### src/rtl/oven_display_scan.sv
// 4-digit multiplexed 7-segment driver for the oven timer's BCD MM:SS output.
// Shadow-loads the time at frame wrap so a frame never shows a torn value; flashes on timeout.
module oven_display_scan #(
    parameter int SCAN_DIV     = 50000,
    parameter int BLINK_FRAMES = 100,
    parameter int ACTIVE_LOW   = 1,
    parameter int LZ_BLANK     = 1
) (
    input  logic        clk,
    input  logic        rst,
    input  logic        time_valid,
    input  logic [15:0] time_bcd,
    input  logic        timeout,
    output logic [6:0]  seg,
    output logic        dp,
    output logic [3:0]  an,
    output logic        frame_done
);

    localparam int unsigned PW = $clog2(SCAN_DIV);
    localparam int unsigned BW = (BLINK_FRAMES > 1) ? $clog2(BLINK_FRAMES) : 1;
    localparam logic        POL = (ACTIVE_LOW != 0);
    localparam logic [PW-1:0] PRESC_LAST = PW'(SCAN_DIV - 1);
    localparam logic [BW-1:0] BLINK_LAST = BW'(BLINK_FRAMES - 1);

    logic [PW-1:0] r_presc;
    logic [1:0]    r_idx;
    logic [15:0]   r_pending;
    logic [15:0]   r_active;
    logic          r_phase;
    logic [BW-1:0] r_bcnt;
    logic [6:0]    r_seg;
    logic          r_dp;
    logic [3:0]    r_an;
    logic          r_frame_done;

    logic          w_tc;
    logic          w_wrap;
    logic [3:0]    w_nibble;
    logic [6:0]    w_seg_dec;
    logic [6:0]    w_seg;
    logic [3:0]    w_an;
    logic          w_lit;

    assign w_tc   = (r_presc == PRESC_LAST);
    assign w_wrap = w_tc && (r_idx == 2'd3);
    // Dropping timeout must re-light the very next cycle, so it bypasses the phase register.
    assign w_lit  = r_phase || !timeout;

    always_comb begin
        w_nibble = '0;
        case (r_idx)
            2'd0:    w_nibble = r_active[3:0];
            2'd1:    w_nibble = r_active[7:4];
            2'd2:    w_nibble = r_active[11:8];
            default: w_nibble = r_active[15:12];
        endcase
    end

    always_comb begin
        w_seg_dec = 7'h40;
        case (w_nibble)
            4'd0:    w_seg_dec = 7'h3F;
            4'd1:    w_seg_dec = 7'h06;
            4'd2:    w_seg_dec = 7'h5B;
            4'd3:    w_seg_dec = 7'h4F;
            4'd4:    w_seg_dec = 7'h66;
            4'd5:    w_seg_dec = 7'h6D;
            4'd6:    w_seg_dec = 7'h7D;
            4'd7:    w_seg_dec = 7'h07;
            4'd8:    w_seg_dec = 7'h7F;
            4'd9:    w_seg_dec = 7'h6F;
            default: w_seg_dec = 7'h40;
        endcase
    end

    always_comb begin
        w_seg = w_seg_dec;
        if ((LZ_BLANK != 0) && (r_idx == 2'd3) && (w_nibble == 4'd0)) begin
            w_seg = '0;
        end
        w_an = '0;
        if (w_lit) begin
            w_an[r_idx] = 1'b1;
        end
    end

    always_ff @(posedge clk) begin
        if (rst) begin
            r_presc      <= '0;
            r_idx        <= '0;
            r_pending    <= '0;
            r_active     <= '0;
            r_phase      <= 1'b1;
            r_bcnt       <= '0;
            r_seg        <= {7{POL}};
            r_dp         <= POL;
            r_an         <= {4{POL}};
            r_frame_done <= 1'b0;
        end else begin
            r_presc <= w_tc ? '0 : r_presc + 1'b1;
            if (w_tc) begin
                r_idx <= r_idx + 2'd1;
            end
            if (time_valid) begin
                r_pending <= time_bcd;
            end
            if (w_wrap) begin
                r_active <= time_valid ? time_bcd : r_pending;
            end
            if (!timeout) begin
                r_phase <= 1'b1;
                r_bcnt  <= '0;
            end else if (w_wrap) begin
                if (r_bcnt == BLINK_LAST) begin
                    r_bcnt  <= '0;
                    r_phase <= !r_phase;
                end else begin
                    r_bcnt <= r_bcnt + 1'b1;
                end
            end
            r_seg        <= w_seg ^ {7{POL}};
            r_dp         <= (r_idx == 2'd2) ^ POL;
            r_an         <= w_an ^ {4{POL}};
            r_frame_done <= w_wrap;
        end
    end

    assign seg        = r_seg;
    assign dp         = r_dp;
    assign an         = r_an;
    assign frame_done = r_frame_done;

endmodule

### config.mk
export PLATFORM = sky130hd
export DESIGN_NAME = oven_display_scan
export DESIGN_NICKNAME = d
export VERILOG_FILES = /design/src/rtl/oven_display_scan.sv
export SDC_FILE = /design/constraint.sdc
export NUM_CORES = 1
export LEC_CHECK = 0
export BUFFER_PORTS_ARGS = -buffer_cell sky130_fd_sc_hd__buf_2
export CORE_ASPECT_RATIO = 1.2
export CORE_MARGIN = 10
export CORE_UTILIZATION = 35
export CTS_CLUSTER_SIZE = 20
export DETAILED_ROUTE_END_ITERATION = 8
export GPL_TIMING_DRIVEN = 0
export PLACE_DENSITY = 0.49
export SLEW_MARGIN = 30
export SYNTH_ARGS = -nofsm -noshare
export SYNTH_HDL_FRONTEND = slang
export SYNTH_SLANG_ARGS = --single-unit
export TNS_END_PERCENT = 50
### constraint.sdc
create_clock -name clk -period 3.2 [get_ports clk]
set_clock_uncertainty 0.1 [all_clocks]
set_input_delay 0.8 -clock clk [delete_from_list [all_inputs] [get_ports clk]]
set_output_delay 0.8 -clock clk [all_outputs]
set_load 0.01 [all_outputs]
==> results of run 1 <==
logic make-up after synthesis:
| family | synth area share, % |
|---|---|
| simple gates | 23.2 |
| mux | 7.49 |
| fa+ha+maj | 4.43 |
| compound gates | 11.6 |
| buf+inv | 3.59 |
| xor+xnor | 3.95 |
| flops | 45.8 |
per-layer routing:
metal | part of all wire, % | wire [um] | GRT usage (%) | up-vias
li1 | - | - | - | 1286
met5 | 0 | 0 | 0 | -
met2 | 45 | 3290 | 17.1 | 36
met3 | 3.6 | 266 | 2.71 | 10
met1 | 49 | 3620 | 14.9 | 1188
met4 | 2.6 | 189 | 7.54 | 0
worst register-to-register path, delay by kind of cell, from the launching register on:
family / cells / cell delay [ns]
buffers and inverters: 4 / 0.91
AO/OA/AOI/OAI: 3 / 0.74
adder cells (fa/ha/maj): 2 / 0.44
flip-flops: 1 / 0.40
AND/OR/NAND/NOR: 1 / 0.20
stage by stage:
stage	instances	utilization [%]	total power, W	cell area (sq um)
CTS	499	41.6	0.00170	3580
detailed placement	484	39.5	0.00101	3400
finish	499	41.6	0.00167	3580
floorplan	337	-	0.000978	3110
global placement	484	39.5	0.00101	3400
global route	499	41.6	0.00174	3580
registers in the layout, summed over array words and instances, names as in the netlist:
name / cells
r_phase: 1
dp: 1
frame_done: 1
seg: 7
r_idx: 2
an: 4
r_pending: 16
r_bcnt: 7
r_active: 16
r_presc: 16
path summary, 6_finish.rpt:
| path | cells past startpoint | to |
|---|---|---|
| max reg2reg | 10 | seg[0] |
| min reg2reg | 1 | r_presc[0] |
| min | 1 | r_presc[0] |
| max | 10 | seg[0] |
cells in the mapped netlist (5+ instances only):
cell	instances	area share, %
mux2i_1	21	6.8
xnor2_1	9	2.5
xor2_1	5	1.4
nor2_1	39	4.7
nand2_1	15	1.8
o21ai_0	9	1.5
ha_1	11	4.4
nand3_1	24	3.9
nor3b_1	16	3.9
a21oi_1	26	4.2
clkbuf_1	16	1.9
inv_1	11	1.3
dfxtp_1	71	46
area by class of cell:
class / instances / area, sq um / area share (%)
Clock inverter: 4 / 47.5 / 1.33
Timing Repair Buffer: 30 / 150 / 4.19
Sequential cell: 71 / 1420 / 39.7
Multi-Input combinational cell: 237 / 1570 / 43.9
Tap cell: 117 / 146 / 4.09
Clock buffer: 11 / 131 / 3.67
Inverter: 11 / 41.3 / 1.15
Buffer: 18 / 70.1 / 1.96
report_power, final:
part           leakage, nW  total (W)  switching, W  internal [W]
clock network       0.0892   0.000686      0.000332      0.000353
registers            0.579   0.000910    0.00000724      0.000903
logic                0.636  0.0000773     0.0000457     0.0000316
total                 1.30    0.00167      0.000385       0.00129
==> flow_metrics.py, run 1 <==
metrics = {
    "clock_network": {
        "insertion_delay_ns": 0.36,
        "cts.repair.resized": 0,
        "postCtsSetupRepairBufs": 0,
        "clk_path_buf_depth": 2,
        "clockRootBuffer": "clkbuf_8",
        "cts_tree": "done",
        "clock-sinks": 71,
        "cts-hold-fix-buffers": 0,
        "numCtsBuffers": 9,
        "clk_pin_slew_worst_paths_ns": 0.07,
        "htreeDepth": 3,
    },
    "floorplan": {
        "die_area_sq_um": 13100,
        "die_w_um": 106,
        "die_y_um": 123,
        "io_pins": 33,
        "initial_core_util_pct": 36.1,
        "core.rowCount": 37,
        "core-area_sq_um": 8610,
    },
    "routing": {
        "wl_um": 7360,
        "drc_errors": 0,
        "drt-wirelength-per-cell_um": 14.8,
        "drt_iter0_drc": 149,
        "dr.pass1.iters": 4,
        "via_per_inst": 5.05,
        "routed-via-count": 2520,
        "ant_nets": 0,
    },
    "critical_path": {
        "worstSetupStartpointType": "flip-flop",
        "crit_required_ns": 3.33,
        "path_max_fanout": 10,
        "crit_buf_inv": 4,
        "r2r_start": "r_idx[0]",
        "ff2ff_setup_slack_ns": 0.29,
        "startpoint": "r_idx[0]",
        "worst_setup_path_end_kind": "flip-flop",
        "crit_chain": "ha_1, clkbuf_1, inv_1, clkbuf_1, a21oi_1, inv_1, ha_1, a31o_2, nor2_1, a22oi_1",
        "path_class": "reg2reg",
        "cp_top_family": "buffers and inverters",
        "cpPeakStageDelay_ns": 0.40,
        "cp_slowest_cell": "dfxtp_1",
        "cp.arrival_ns": 3.05,
    },
    "final_layout": {
        "nFillCells": 914,
        "final_cell_mix": "dfxtp_1 (71), nor2_1 (39), buf_2 (32), a21oi_1 (26), nand3_1 (24)",
        "layout_commonest_cell": "dfxtp_1",
        "area_growth_pct": 15.3,
        "nets": 409,
        "drive_above_1_share_pct": 13.1,
        "antenna_cells": 0,
    },
    "synthesis": {
        "async_flop_share_pct": 0,
        "ys.flop_type": "dfxtp_1",
        "syn_nets": 368,
        "ys_ff_latch": 71,
        "synth.distinct_cells": 44,
        "syn_avg_cell_area_sq_um": 9.22,
        "syn_inst": 337,
        "synth.cell_area_sq_um": 3110,
        "ys_seq_area_share_pct": 45.8,
        "synth_edf_count": 0,
        "yosys_warnings": 0,
    },
    "sta": {
        "min_period_over_period_pct": 91.0,
        "tightest_slew_ns": 1.01,
        "rsz0062_at_grt": "no",
        "setup_ws_ns": 0.288,
        "hold_violations": 0,
        "fin_hold_ws_ns": 0.378,
        "period_minus_slack_ns": 2.91,
        "max_slew_margin_pct": 31.8,
        "max_freq_mhz": 343,
        "setup_viol": 0,
        "drv_slew": 0,
        "fin_tns_setup_ns": 0,
    },
    "global_routing": {
        "grt_pass1_vias": 2415,
        "grtUsageTotal_pct": 11.6,
        "grt_max_degree": 12,
        "grt_pass1_wl_um": 12100,
        "grt-ovfl-total": 0,
        "antenna_found_initial": 0,
    },
    "place": {
        "dpl.hpwl_um": 5220,
        "port_buffers": 30,
        "dp_slack_ns": 0.297,
        "gp_congestion": 0.779,
    },
    "run": {
        "cap_violations": 0,
    },
    "power": {
        "peakVddDrop_uv": 263,
        "power_density_nw_per_um2": 467,
        "power_leakage_nw": 1.30,
    },
    "hold_path": {
        "hold_path.class": "reg2reg",
        "hold_start": "r_presc[0]",
    },
    "run_status": {
        "status": "finished clean",
    },
}
Power figures use the tool's default switching activity.
==> inputs of run 2 (changes only) <==
--- a/config.mk
+++ b/config.mk
@@ -13,6 +13,7 @@
 export DETAILED_ROUTE_END_ITERATION = 8
 export GPL_TIMING_DRIVEN = 0
 export PLACE_DENSITY = 0.49
+export RECOVER_POWER = 50
 export SLEW_MARGIN = 30
 export SYNTH_ARGS = -nofsm -noshare
 export SYNTH_HDL_FRONTEND = slang
==> flow_metrics.py, run 2 (synthesized netlist as in run 1, its figures left out) <==
metrics = {
    "routing": {
        "wl_um": 7360,
        "dr.pass1.iters": 5,
        "drt_iter0_drc": 149,
        "drc_errors": 0,
        "ant_nets": 0,
        "routed-via-count": 2529,
        "drt-wirelength-per-cell_um": 14.8,
        "via_per_inst": 5.07,
    },
    "floorplan": {
        "io_pins": 33,
        "core.rowCount": 37,
        "die_y_um": 123,
        "die_area_sq_um": 13100,
        "die_w_um": 106,
        "core-area_sq_um": 8610,
        "initial_core_util_pct": 36.1,
    },
    "sta": {
        "rsz0062_at_grt": "no",
        "setup_ws_ns": 0.287,
        "period_minus_slack_ns": 2.91,
        "fin_tns_setup_ns": 0,
        "max_freq_mhz": 343,
        "setup_viol": 0,
        "hold_violations": 0,
        "tightest_slew_ns": 1.02,
        "drv_slew": 0,
        "max_slew_margin_pct": 31.3,
        "min_period_over_period_pct": 91.0,
    },
    "global_routing": {
        "grtUsageTotal_pct": 11.6,
        "grt_pass1_vias": 2415,
        "grt_pass1_wl_um": 12100,
        "grt-ovfl-total": 0,
        "antenna_found_initial": 0,
        "grt_max_degree": 12,
    },
    "critical_path": {
        "ff2ff_setup_slack_ns": 0.29,
        "cp.arrival_ns": 3.05,
        "crit_required_ns": 3.33,
        "cp_slowest_cell": "dfxtp_1",
        "path_max_fanout": 10,
        "worst_setup_path_end_kind": "flip-flop",
        "cp-endpoint": "seg[0]",
        "reg2regPathDepth": 10,
        "cpPeakStageDelay_ns": 0.40,
        "startpoint": "r_idx[0]",
        "worstReg2RegEnd": "seg[0]",
        "path_class": "reg2reg",
        "r2r_start": "r_idx[0]",
        "crit_chain": "ha_1, clkbuf_1, inv_1, clkbuf_1, a21oi_1, inv_1, ha_1, a31o_2, nor2_1, a22oi_1",
        "worstSetupStartpointType": "flip-flop",
    },
    "clock_network": {
        "clk_path_buf_depth": 2,
        "insertion_delay_ns": 0.36,
        "clockRootBuffer": "clkbuf_8",
        "numCtsBuffers": 9,
        "cts_tree": "done",
        "clk_pin_slew_worst_paths_ns": 0.07,
        "htreeDepth": 3,
        "cts-hold-fix-buffers": 0,
        "postCtsSetupRepairBufs": 0,
        "clock-sinks": 71,
        "cts.repair.resized": 0,
    },
    "run": {
        "cap_violations": 0,
    },
    "final_layout": {
        "stdcell_count": 499,
        "top_regs": "r_active x16, r_pending x16, r_presc x16",
        "seq_area_sq_um": 1420,
        "design_area_sq_um": 3560,
        "drive_above_1_share_pct": 9.42,
        "layout_commonest_cell": "dfxtp_1",
        "final_cell_mix": "dfxtp_1 (71), nor2_1 (39), clkbuf_1 (32), a21oi_1 (26), nand3_1 (24)",
        "area_growth_pct": 14.7,
        "multiInputGateArea_sq_um": 1570,
        "antenna_cells": 0,
        "nets": 409,
        "finalCoreUtilization_pct": 41.4,
        "nFillCells": 917,
    },
    "place": {
        "dp_cells": 484,
        "port_buffers": 30,
        "gp_congestion": 0.779,
        "dpl_cell_area_sq_um": 3400,
        "dpl.hpwl_um": 5220,
        "dp_slack_ns": 0.297,
    },
    "power": {
        "power_density_nw_per_um2": 469,
        "power_leakage_nw": 1.27,
        "peakVddDrop_uv": 263,
    },
    "hold_path": {
        "hold_path.class": "reg2reg",
    },
    "run_status": {
        "status": "finished clean",
    },
}
==> run 2: cell types whose count changed in the layout (fill, tap and decap cells not counted) <==
cell / change
buf_2: -14
clkbuf_1: +14
==> run 2: routing by layer <==
layer,vias up,wire length [um],track usage [%]
met5,-,0,0
met4,0,189,7.54
met3,10,314,2.71
li1,1286,-,-
met2,45,3290,17.1
met1,1188,3570,14.9
==> run 2: critical path: cells and delay by family (launching register included) <==
family | cells | cell delay [ns]
DFF | 1 | 0.40
adders and majority gates | 2 | 0.44
buffers and inverters | 4 | 0.91
AOI/OAI and AO/OA | 3 | 0.74
and+or+nand+nor | 1 | 0.20
==> run 2: final cells by class <==
type | instances | share of cell area, %
Multi-Input combinational cell | 237 | 44.1
Sequential cell | 71 | 39.9
Tap cell | 117 | 4.11
Timing Repair Buffer | 30 | 3.76
Clock buffer | 11 | 3.69
Buffer | 18 | 1.93
Clock inverter | 4 | 1.33
Inverter | 11 | 1.16
==> run 2: power breakdown <==
group	total [W]	internal, W	switching [W]
Sequential	0.000910	0.000903	0.00000738
Combinational	0.0000760	0.0000303	0.0000457
Clock	0.000685	0.000354	0.000332
==> run 2: through the flow <==
| step | hold slack (ns) | total power, W |
|---|---|---|
| after floorplan | 0.337 | 0.000978 |
| after global placement | 0.354 | 0.00101 |
| after detailed placement | 0.364 | 0.00101 |
| after CTS | 0.379 | 0.00170 |
| after global routing | 0.422 | 0.00174 |
| final | 0.378 | 0.00167 |
==> run 2: worst min-delay path by stage <==
| stage | to | cells past startpoint | start | slack [ns] |
|---|---|---|---|---|
| 2_1_floorplan | r_presc[0] | 1 | r_presc[0] | 0.34 |
| 3_3_place_gp | r_presc[0] | 1 | r_presc[0] | 0.35 |
| 3_5_place_dp | r_presc[0] | 1 | r_presc[0] | 0.36 |
| 4_1_cts | r_presc[0] | 1 | r_presc[0] | 0.38 |
| 5_1_grt | r_presc[15] | 2 | r_presc[15] | 0.42 |
| 6_report | r_presc[0] | 1 | r_presc[0] | 0.38 |
